File: src/rtl/kovan_mot_pkg.sv
// Shared drive-code encodings and counter width for the motor PWM block.
package kovan_mot_pkg;

  localparam int MOT_CNT_W = 16;

  typedef logic [1:0] mot_code_t;

  localparam mot_code_t MOT_COAST = 2'b00;
  localparam mot_code_t MOT_FWD   = 2'b01;
  localparam mot_code_t MOT_REV   = 2'b10;
  localparam mot_code_t MOT_BRAKE = 2'b11;

endpackage

File: src/rtl/motor_pwm_channel.sv
// One H-bridge channel: shadow registers, compare, optional dead-time FSM, output mapping.
// MOT_DEADTIME_EN adds the DRIVE/DEAD FSM; without it reversals apply directly at the load.
//
// state    | meaning
// ST_DRIVE | outputs follow the shadow drive code
// ST_DEAD  | outputs forced to coast while the dead counter runs down
module motor_pwm_channel
  import kovan_mot_pkg::*;
#(
  parameter int DEAD_CYCLES = 8
) (
  input  logic                 i_clk,
  input  logic                 i_rst_n,
  input  logic                 i_load,
  input  logic [MOT_CNT_W-1:0] i_cnt_nxt,
  input  logic [MOT_CNT_W-1:0] i_duty,
  input  mot_code_t            i_code,
  input  logic                 i_brake,
  input  logic                 i_coast,
  output logic                 o_ina,
  output logic                 o_inb,
  output logic                 o_pwm
);

  logic [MOT_CNT_W-1:0] r_duty_sh;
  mot_code_t            r_code_sh;
  logic                 r_ina, r_inb, r_pwm;

  logic [MOT_CNT_W-1:0] w_duty_nxt;
  mot_code_t            w_code_nxt;
  logic                 w_raw;
  logic                 w_dead_act;
  logic                 w_ina, w_inb, w_pwm;

  // Outputs are registered from next-state values so new shadows show with period_start.
  assign w_duty_nxt = i_load ? i_duty : r_duty_sh;
  assign w_code_nxt = i_load ? i_code : r_code_sh;
  assign w_raw      = (i_cnt_nxt < w_duty_nxt);

  always_ff @(posedge i_clk or negedge i_rst_n) begin
    if (!i_rst_n) begin
      r_duty_sh <= '0;
      r_code_sh <= MOT_COAST;
    end else if (i_load) begin
      r_duty_sh <= i_duty;
      r_code_sh <= i_code;
    end
  end

`ifdef MOT_DEADTIME_EN
  typedef enum logic {ST_DRIVE, ST_DEAD} state_t;

  localparam logic [MOT_CNT_W-1:0] DEAD_LAST = MOT_CNT_W'(DEAD_CYCLES - 1);

  state_t               r_state, w_state_nxt;
  logic [MOT_CNT_W-1:0] r_dead, w_dead_nxt;
  logic                 w_qualify;

  assign w_qualify = i_load && ((i_code == MOT_FWD) || (i_code == MOT_REV))
                     && (i_code != r_code_sh);

  always_ff @(posedge i_clk or negedge i_rst_n) begin
    if (!i_rst_n) begin
      r_state <= ST_DRIVE;
      r_dead  <= '0;
    end else begin
      r_state <= w_state_nxt;
      r_dead  <= w_dead_nxt;
    end
  end

  always_comb begin
    w_state_nxt = r_state;
    w_dead_nxt  = r_dead;
    if (w_qualify) begin
      w_state_nxt = ST_DEAD;
      w_dead_nxt  = DEAD_LAST;
    end else if (i_load) begin
      w_state_nxt = ST_DRIVE;
      w_dead_nxt  = '0;
    end else if (r_state == ST_DEAD) begin
      if (r_dead == '0) w_state_nxt = ST_DRIVE;
      else              w_dead_nxt  = r_dead - 1'b1;
    end
  end

  assign w_dead_act = (w_state_nxt == ST_DEAD);
`else
  assign w_dead_act = 1'b0;
`endif

  // Allstop sits after the FSM; coast wins over brake.
  always_comb begin
    w_ina = 1'b0;
    w_inb = 1'b0;
    w_pwm = 1'b0;
    if (!w_dead_act) begin
      case (w_code_nxt)
        MOT_FWD:   begin w_ina = 1'b1; w_pwm = w_raw; end
        MOT_REV:   begin w_inb = 1'b1; w_pwm = w_raw; end
        MOT_BRAKE: begin w_ina = 1'b1; w_inb = 1'b1; w_pwm = 1'b1; end
        default:   ;
      endcase
    end
    if (i_coast) begin
      w_ina = 1'b0;
      w_inb = 1'b0;
      w_pwm = 1'b0;
    end else if (i_brake) begin
      w_ina = 1'b1;
      w_inb = 1'b1;
      w_pwm = 1'b1;
    end
  end

  always_ff @(posedge i_clk or negedge i_rst_n) begin
    if (!i_rst_n) begin
      r_ina <= 1'b0;
      r_inb <= 1'b0;
      r_pwm <= 1'b0;
    end else begin
      r_ina <= w_ina;
      r_inb <= w_inb;
      r_pwm <= w_pwm;
    end
  end

  assign o_ina = r_ina;
  assign o_inb = r_inb;
  assign o_pwm = r_pwm;

endmodule

File: src/rtl/motor_pwm.sv
// Four-channel H-bridge PWM generator: shared prescaler, period counter and period strobe.
// Define MOT_DEADTIME_EN to insert dead-time on direction changes in each channel.
module motor_pwm
  import kovan_mot_pkg::*;
#(
  parameter int                   CLK_DIV     = 4,
  parameter logic [MOT_CNT_W-1:0] TOP         = 16'd999,
  parameter int                   DEAD_CYCLES = 8
) (
  input  logic                 SYS_CLK,
  input  logic                 SYS_RST_N,
  input  logic [MOT_CNT_W-1:0] mot_duty0,
  input  logic [MOT_CNT_W-1:0] mot_duty1,
  input  logic [MOT_CNT_W-1:0] mot_duty2,
  input  logic [MOT_CNT_W-1:0] mot_duty3,
  input  logic [7:0]           mot_drive_code,
  input  logic [4:0]           mot_allstop,
  output logic [3:0]           mot_ina,
  output logic [3:0]           mot_inb,
  output logic [3:0]           mot_pwm,
  output logic                 period_start
);

  localparam int PW = (CLK_DIV > 1) ? $clog2(CLK_DIV) : 1;
  localparam logic [PW-1:0] PRESC_LAST = PW'(CLK_DIV - 1);

  logic [PW-1:0]        r_presc;
  logic [MOT_CNT_W-1:0] r_cnt;
  logic                 r_period_start;

  logic                 w_tick;
  logic                 w_load;
  logic [MOT_CNT_W-1:0] w_cnt_nxt;
  logic [MOT_CNT_W-1:0] w_duty [4];

  // With CLK_DIV=1 the prescaler is pinned at 0 and tick is constant.
  assign w_tick    = (r_presc == PRESC_LAST);
  assign w_load    = w_tick && (r_cnt == TOP);
  assign w_cnt_nxt = w_load ? '0 : (w_tick ? r_cnt + 1'b1 : r_cnt);

  always_ff @(posedge SYS_CLK or negedge SYS_RST_N) begin
    if (!SYS_RST_N) begin
      r_presc        <= '0;
      r_cnt          <= '0;
      r_period_start <= 1'b0;
    end else begin
      r_presc        <= w_tick ? '0 : r_presc + 1'b1;
      r_cnt          <= w_cnt_nxt;
      r_period_start <= w_load;
    end
  end

  assign period_start = r_period_start;

  assign w_duty[0] = mot_duty0;
  assign w_duty[1] = mot_duty1;
  assign w_duty[2] = mot_duty2;
  assign w_duty[3] = mot_duty3;

  for (genvar k = 0; k < 4; k++) begin : g_ch
    motor_pwm_channel #(
      .DEAD_CYCLES(DEAD_CYCLES)
    ) u_ch (
      .i_clk     (SYS_CLK),
      .i_rst_n   (SYS_RST_N),
      .i_load    (w_load),
      .i_cnt_nxt (w_cnt_nxt),
      .i_duty    (w_duty[k]),
      .i_code    (mot_drive_code[2*k+1:2*k]),
      .i_brake   (mot_allstop[k]),
      .i_coast   (mot_allstop[4]),
      .o_ina     (mot_ina[k]),
      .o_inb     (mot_inb[k]),
      .o_pwm     (mot_pwm[k])
    );
  end

endmodule

File: config.mk
export PLATFORM = sky130hd
export DESIGN_NAME = motor_pwm
export DESIGN_NICKNAME = d
export VERILOG_FILES = /design/src/rtl/kovan_mot_pkg.sv /design/src/rtl/motor_pwm_channel.sv /design/src/rtl/motor_pwm.sv
export SDC_FILE = /design/constraint.sdc
export NUM_CORES = 1
export LEC_CHECK = 0
export ABC_AREA = 1
export CAP_MARGIN = 20
export CELL_PAD_IN_SITES_DETAIL_PLACEMENT = 0
export CELL_PAD_IN_SITES_GLOBAL_PLACEMENT = 2
export CORE_ASPECT_RATIO = 0.8
export CORE_UTILIZATION = 35
export CTS_CLUSTER_SIZE = 10
export DETAILED_ROUTE_END_ITERATION = 6
export PLACE_DENSITY = 0.87
export SYNTH_ARGS = -nofsm -noshare
export SYNTH_HDL_FRONTEND = slang
export SYNTH_HIERARCHICAL = 1
export SYNTH_SLANG_ARGS = --single-unit
File: constraint.sdc
create_clock -name SYS_CLK -period 7.45 [get_ports SYS_CLK]
set_input_delay 1.1175 -clock SYS_CLK [delete_from_list [all_inputs] [get_ports SYS_CLK]]
set_output_delay 1.1175 -clock SYS_CLK [all_outputs]
set_load 0.01 [all_outputs]
## Word level (Yosys, flattened, before mapping)

Index checks and enable logic that the tools add are counted.

- Register bits after elaboration: 103
- Input bits: 79
- Output and inout bits: 13
- Logic and storage cells: 103

- $add $sub $neg: 2
- $lt $le $gt $ge: 4
- Eq/ne operators: 14
- Muxes and demuxes: 47
- Reductions and logical operators: 13

Operator list:

| kind | count |
|---|---|
| $mux 16 | 6 |
| $lt 16x16->1 | 4 |
| $mux 1 | 32 |
| $reduce_or 2->1 | 12 |
| $eq 2x2->1 const B | 9 |
| $add 16x1->16 const B | 1 |
| $eq 16x10->1 const B | 1 |
| $mux 2 | 5 |
| $eq 2x1->1 const B | 4 |
| $pmux 1 s2 | 4 |
| $add 2x1->2 const B | 1 |
| $logic_and 1x1->1 | 1 |

## Logic depth before layout (Yosys ltp)

- Word-level depth: 8
- Mapped depth: 22
- Mapped depth without buffers: 20

## Modules after synthesis

Netlist, hierarchy kept.

By module, submodules not included:

| module | instances | cells each | area an instance (µm²) | seq. area each (µm²) |
|---|---|---|---|---|
| motor_pwm_channel at g_ch[0].u_ch ... | 2 | 146 | 1260.0 | 525.5 |
| motor_pwm_channel at g_ch[2].u_ch ... | 2 | 145 | 1258.7 | 525.5 |
| motor_pwm | 1 | 130 | 1022.2 | 475.5 |

## Least setup slack after synthesis

OpenSTA, ideal clock, no wires.

- Path kind: register to register
- Start point: register r_presc[0]
- End point: register g_ch[0].u_ch.r_pwm
- Setup time: 73 ps
- Data arrival time: 2991 ps
- Data required time: 7377 ps
- Slack: 4386 ps
- Stages on the path, launching flop included: 20
- Buffers on the path: 2
- Period minus slack after synthesis: 3064 ps
- Cell sequence: dfrtp_1 ha_1 nand3_1 inv_1 nand2_1 nor3_1 buf_6 inv_6 clkbuf_1 or2_2 o21ai_1 ha_1 a21o_1 a31oi_1 nand3_1 nor2_1 nand2_1 nand2_1 nand2_1 a21oi_2

- Longest elaborated chain between the ends: 8
- Elaborated cells on any way between the ends: 14
- Classes of those cells: 1 x order compare; 4 x eq/ne; 7 x mux; 2 x reduce/logical

Ends and longest elaborated chain:

| item | RTL line | RTL |
|---|---|---|
| start, declared | motor_pwm.sv:27 | `logic [PW-1:0] r_presc;` |
| start signal, assigned | motor_pwm.sv:47 | `r_presc <= w_tick ? '0 : r_presc + 1'b1;` |
| $eq 2x2->1 (*) | motor_pwm.sv:37 | `assign w_tick = (r_presc == PRESC_LAST);` |
| $logic_and 1x1->1 (*) | motor_pwm.sv:38 | `assign w_load = w_tick && (r_cnt == TOP);` |
| via w_load | motor_pwm.sv:32 | `logic w_load;` |
| branches (longest 3 deep; another with $lt 16x16->1) | -- |  |
| $pmux 1 s2 (*) | motor_pwm_channel.sv:98 | `case (w_code_nxt)` |
| $mux 1 (*) | motor_pwm_channel.sv:109 | `end else if (i_brake) begin` |
| $mux 1 (*) | motor_pwm_channel.sv:105 | `if (i_coast) begin` |
| via g_ch[0].u_ch.w_pwm | motor_pwm_channel.sv:33 | `logic w_ina, w_inb, w_pwm;` |
| end signal, assigned | motor_pwm_channel.sv:124 | `r_pwm <= w_pwm;` |
| end, declared | motor_pwm_channel.sv:27 | `logic r_ina, r_inb, r_pwm;` |

Mark *: on every way through the listed nets, which the timed path passes.

## Worst setup path after layout

- Start point: register r_presc[0]
- End point: register g_ch[1].u_ch.r_pwm

- Longest elaborated chain between the ends: 8
- Elaborated cells on any way between the ends: 14
- Classes of those cells: 1 x order compare; 4 x eq/ne; 7 x mux; 2 x reduce/logical

Ends and longest elaborated chain:

| item | RTL line |
|---|---|
| $eq 2x2->1 (*) | motor_pwm.sv:37 |
| $logic_and 1x1->1 (*) | motor_pwm.sv:38 |
| via w_load | motor_pwm.sv:32 |
| branches (longest 3 deep; another with $lt 16x16->1) | -- |
| $pmux 1 s2 (*) | motor_pwm_channel.sv:98 |
| $mux 1 (*) | motor_pwm_channel.sv:109 |
| $mux 1 (*) | motor_pwm_channel.sv:105 |
| via g_ch[1].u_ch.w_pwm | motor_pwm_channel.sv:33 |
| end signal, assigned | motor_pwm_channel.sv:124 |
| end, declared | motor_pwm_channel.sv:27 |

Marked as above.

==> impl_results.html <==
<table>
<tr><th>Metric</th><th>Value</th></tr>
<tr><th colspan="2">Status</th></tr>
<tr><td>Run status</td><td>finished clean</td></tr>
<tr><th colspan="2">Final layout</th></tr>
<tr><td>Core utilization of the finished layout</td><td>44.8%</td></tr>
<tr><td>Net count, final</td><td>about 950</td></tr>
<tr><td>Count of fill cells added during filler insertion</td><td>about 1600</td></tr>
<tr><td>Syn-to-layout area delta</td><td>23.6%</td></tr>
<tr><td>Layout cells sized above 1</td><td>between 10% and 20%</td></tr>
<tr><td>ANT cells</td><td>0</td></tr>
<tr><th colspan="2">Global routing</th></tr>
<tr><td>All-layer global routing usage</td><td>17.0%</td></tr>
<tr><td>Antenna violations before repair</td><td>0</td></tr>
<tr><td>Congestion Overflow GR</td><td>0</td></tr>
<tr><td>Largest net degree at the start of global routing</td><td>65</td></tr>
<tr><td>Wire length of the first global-routing pass</td><td>23200 um</td></tr>
<tr><td>Via count of the first global-routing pass</td><td>4787</td></tr>
<tr><th colspan="2">Timing</th></tr>
<tr><td>Normalized max-slew margin</td><td>45.6%</td></tr>
<tr><td>Setup repair after global routing missed its margin</td><td>no</td></tr>
<tr><td>Setup TNS after final layout</td><td>0 ps</td></tr>
<tr><td>Count of final max-slew check failures</td><td>0</td></tr>
<tr><td>Share of the clock period used by the worst path</td><td>47.3%</td></tr>
<tr><td>Tmin final</td><td>around 3500 ps</td></tr>
<tr><td>Worst slew pin tran</td><td>816 ps</td></tr>
<tr><td>Total count of hold-check failures in the final report</td><td>0</td></tr>
<tr><td>Final setup vio count</td><td>0</td></tr>
<tr><td>Timing-limited maximum frequency</td><td>0.284 GHz</td></tr>
<tr><td>Worst clock skew</td><td>around 4.3 ps</td></tr>
<tr><th colspan="2">Placed design</th></tr>
<tr><td>Routability-driven placement congestion ratio</td><td>approximately 0.87</td></tr>
<tr><td>Detailed-placement wirelength estimate</td><td>between 10000 and 15000 um</td></tr>
<tr><td>Count of buffers inserted at the top-level ports</td><td>91</td></tr>
<tr><th colspan="2">Critical path</th></tr>
<tr><td>Family of cells with the greatest summed delay on the critical path</td><td>simple AND/OR/NAND/NOR gates</td></tr>
<tr><td>Maximum cell stage delay along the critical path</td><td>about 450 ps</td></tr>
<tr><td>Cell chain of the critical path</td><td>ha_1 -&gt; nand3_1 -&gt; inv_1 -&gt; nand2_1 -&gt; nor3_2 -&gt; buf_4 -&gt; inv_6 -&gt; or2_2 -&gt; o21ai_0 -&gt; ha_1 -&gt; nand2_1 -&gt; inv_1 -&gt; o21ai_0 -&gt; a21oi_1 -&gt; nor2_1 -&gt; nand2_1 -&gt; nand2_1 -&gt; nand2_1 -&gt; a21oi_2</td></tr>
<tr><td>Signal arrival time at the worst endpoint</td><td>3790 ps</td></tr>
<tr><td>Type of origin of the critical path</td><td>flop</td></tr>
<tr><td>CP max stage cell</td><td>buf_4</td></tr>
<tr><td>Data required time of the critical path</td><td>approximately 7700 ps</td></tr>
<tr><td>Setup crit end kind</td><td>flop</td></tr>
<tr><td>Critical path class</td><td>reg2reg</td></tr>
<tr><td>Maximum fanout along the worst path</td><td>39</td></tr>
<tr><td>Buffers plus inverters on the worst setup path</td><td>4</td></tr>
<tr><td>Most numerous cell on the critical path</td><td>nand2_1</td></tr>
<tr><td>Worst setup slack for register-to-register paths</td><td>about 3900 ps</td></tr>
<tr><th colspan="2">Logic synthesis</th></tr>
<tr><td>Synthesized net count</td><td>861</td></tr>
<tr><td>Cell with the most instances after synthesis</td><td>inv_1</td></tr>
<tr><td>Prevailing post-synth register cell</td><td>dfrtp_1</td></tr>
<tr><td>Mean instance size in the synthesized netlist</td><td>around 8.5 um2</td></tr>
<tr><td>Synthesized flop and latch total</td><td>103</td></tr>
<tr><td>Cell Area, Synth</td><td>approximately 6000 um2</td></tr>
<tr><td>Async set-reset flop share out of synthesis</td><td>100%</td></tr>
<tr><td>Top-area cell type share of the netlist area</td><td>42.5%</td></tr>
<tr><td>Largest cells by area after synthesis</td><td>dfrtp_1 43%, ha_1 14%, inv_1 8.3%</td></tr>
<tr><td>Post-synth EDFFs</td><td>0</td></tr>
<tr><td>Top cells by count, synth</td><td>134 x inv_1, 122 x nand2_1, 103 x dfrtp_1</td></tr>
<tr><td>Sequential element share of the synthesized area</td><td>42.5%</td></tr>
<tr><td>Dominant cell type by area after synthesis</td><td>dfrtp_1</td></tr>
<tr><td>Number of cells produced by synthesis</td><td>about 710</td></tr>
<tr><td>Count of cell types in the netlist</td><td>30</td></tr>
<tr><td>Count of yosys warnings during synthesis</td><td>6</td></tr>
<tr><th colspan="2">Clock network</th></tr>
<tr><td>Clock Tree Buf Depth</td><td>2</td></tr>
<tr><td>Post-CTS clock slew at the launch and capture registers of the worst setup and hold paths</td><td>70 ps</td></tr>
<tr><td>Post-cts resize count</td><td>0</td></tr>
<tr><td>Number of clock sinks seen by CTS</td><td>103</td></tr>
<tr><td>Number of buffers inserted by post-CTS setup repair</td><td>0</td></tr>
<tr><td>CTS Buf Count</td><td>9</td></tr>
<tr><td>Clock tree from TritonCTS</td><td>yes</td></tr>
<tr><td>Depth of the CTS H-tree</td><td>3</td></tr>
<tr><td>Hold buffer count at CTS</td><td>0</td></tr>
<tr><td>Root buffer cell</td><td>clkbuf_16</td></tr>
<tr><td>Clk_lat worst skew</td><td>350 ps</td></tr>
<tr><th colspan="2">Power and ir drop</th></tr>
<tr><td>Combinational cell fraction of total power</td><td>6.1%</td></tr>
<tr><td>Reg power frac</td><td>50.9%</td></tr>
<tr><td>Fraction of power spent switching nets</td><td>21.8%</td></tr>
<tr><td>Pwr/cell area</td><td>148 nW/um2</td></tr>
<tr><td>Largest voltage drop on the vdd net</td><td>0.112 mV</td></tr>
<tr><td>Leakage power</td><td>0.00422 uW</td></tr>
<tr><td>Power share of the clock group</td><td>a little over two fifths</td></tr>
<tr><td>Cell internal pwr</td><td>866 uW</td></tr>
<tr><td>Net switching power</td><td>between 200 and 250 uW</td></tr>
<tr><th colspan="2">Routing</th></tr>
<tr><td>Starting DRT DRC Count</td><td>184</td></tr>
<tr><td>Routed Antenna Nets</td><td>0</td></tr>
<tr><td>Drt total wl</td><td>~14000 um</td></tr>
<tr><td>Routed vias</td><td>~4700</td></tr>
<tr><td>Initial DRT Pass Iterations</td><td>6</td></tr>
<tr><td>Vias/cell</td><td>4.60</td></tr>
<tr><td>Detail-routed net length per standard cell</td><td>13.8 um</td></tr>
<tr><td>DR DRC count</td><td>0</td></tr>
<tr><th colspan="2">Flow run</th></tr>
<tr><td>Max-cap violations</td><td>0</td></tr>
<tr><th colspan="2">Hold path</th></tr>
<tr><td>Hold Crit Class</td><td>reg2reg</td></tr>
<tr><th colspan="2">Floorplan</th></tr>
<tr><td>DIE WIDTH</td><td>149 um</td></tr>
<tr><td>Boundary Pins</td><td>92</td></tr>
<tr><td>Total Die Area</td><td>17800 um2</td></tr>
<tr><td>Num rows</td><td>42</td></tr>
<tr><td>Die Y</td><td>120 um</td></tr>
<tr><td>Area inside the core boundary</td><td>16700 um2</td></tr>
<tr><td>Effective utilization at floorplan</td><td>36.3%</td></tr>
</table>
==> routing by layer <==
metal	vias up	GRT usage [%]	part of all wire, %
met5	-	0	0
met4	0	4.40	0.92
met3	9	3.80	3.8
met2	78	27.5	45
met1	2216	22.9	50
li1	2435	-	-
==> through the flow <==
stage               std cells  power (uW)  hold slack (ps)  area (um2)  worst slack, ps
global route             1029        1160              450        7490             3490
floorplan                 712         580              403        6060             4390
CTS                      1029        1130              425        7490             3910
global placement         1013         644              412        7190             4060
finish                   1029        1110              421        7490             3930
detailed placement       1013         644              416        7190             3930
==> worst register-to-register path: stages (launching register included) <==
cell and delay, ps:
dfrtp_1 350, ha_1 410, nand3_1 190, inv_1 170
nand2_1 80, nor3_2 130, buf_4 450, inv_6 160
or2_2 300, o21ai_0 150, ha_1 320, nand2_1 70
inv_1 30, o21ai_0 150, a21oi_1 90, nor2_1 100
nand2_1 60, nand2_1 50, nand2_1 60, a21oi_2 120
==> layout make-up <==
cell class | count | area (um2) | share of cell area, %
clock buffers | 9 | 225 | 3.01
inverters | 138 | 538 | 7.18
repair buffers | 94 | 931 | 12.4
multi-input cells | 458 | 2870 | 38.3
well taps | 220 | 275 | 3.68
clock inverters | 7 | 72.6 | 0.969
flip-flops and latches | 103 | 2580 | 34.4
==> power groups by stage <==
| stage | clock network, uW | registers [uW] | logic (uW) |
|---|---|---|---|
| 6_report | 476 | 563 | 68.0 |
| 4_1_cts | 494 | 563 | 69.9 |
| 2_1_floorplan | 0 | 576 | 3.96 |
| 3_5_place_dp | 0 | 574 | 69.6 |
| 5_1_grt | 518 | 563 | 74.2 |
| 3_3_place_gp | 0 | 574 | 69.6 |
==> cell families after synthesis <==
family | count (synthesis) | synth area share (%)
fa+ha+maj | 70 | 14.5
xor+xnor | 8 | 1.16
buf+inv | 151 | 10.2
compound gates | 107 | 9.68
flops | 103 | 42.5
simple gates | 273 | 22.0
==> cells in the final DEF (no fill, tap or decap), types with 7 or more instances in the layout <==
| master | instances |
|---|---|
| nand3_1 | 17 |
| nand4_1 | 10 |
| ha_1 | 70 |
| a21oi_1 | 18 |
| clkdlybuf4s50_1 | 90 |
| o21ai_0 | 46 |
| nor2_1 | 37 |
| o21ai_1 | 24 |
| clkbuf_16 | 9 |
| inv_1 | 134 |
| dfrtp_1 | 103 |
| or2_2 | 60 |
| nand2_1 | 122 |
| xor2_1 | 7 |
==> state kept, by name, indices dropped and copies added (netlist names) <==
name and cells:
g_ch.u_ch/o_pwm 4, g_ch.u_ch/r_duty_sh 64, r_presc 2, g_ch.u_ch/r_code_sh 8, g_ch.u_ch/o_inb 4, g_ch.u_ch/o_ina 4, r_cnt 16, period_start 1
==> worst paths after layout <==
path | from | end | depth (start not counted)
min in group asynchronous | SYS_RST_N | g_ch[1].u_ch/r_duty_sh[1]$_DFF_PN0_ | 1
worst min register to register | r_presc[0]$_DFF_PN0_ | r_presc[0]$_DFF_PN0_ | 1
worst max-delay path | r_presc[0]$_DFF_PN0_ | g_ch[1].u_ch/o_pwm$_DFF_PN0_ | 19
worst max register to register | r_presc[0]$_DFF_PN0_ | g_ch[1].u_ch/o_pwm$_DFF_PN0_ | 19
worst min-delay path | r_presc[0]$_DFF_PN0_ | r_presc[0]$_DFF_PN0_ | 1
max in group asynchronous | SYS_RST_N | r_cnt[15]$_DFF_PN0_ | 2
Power figures use the tool's default switching activity.
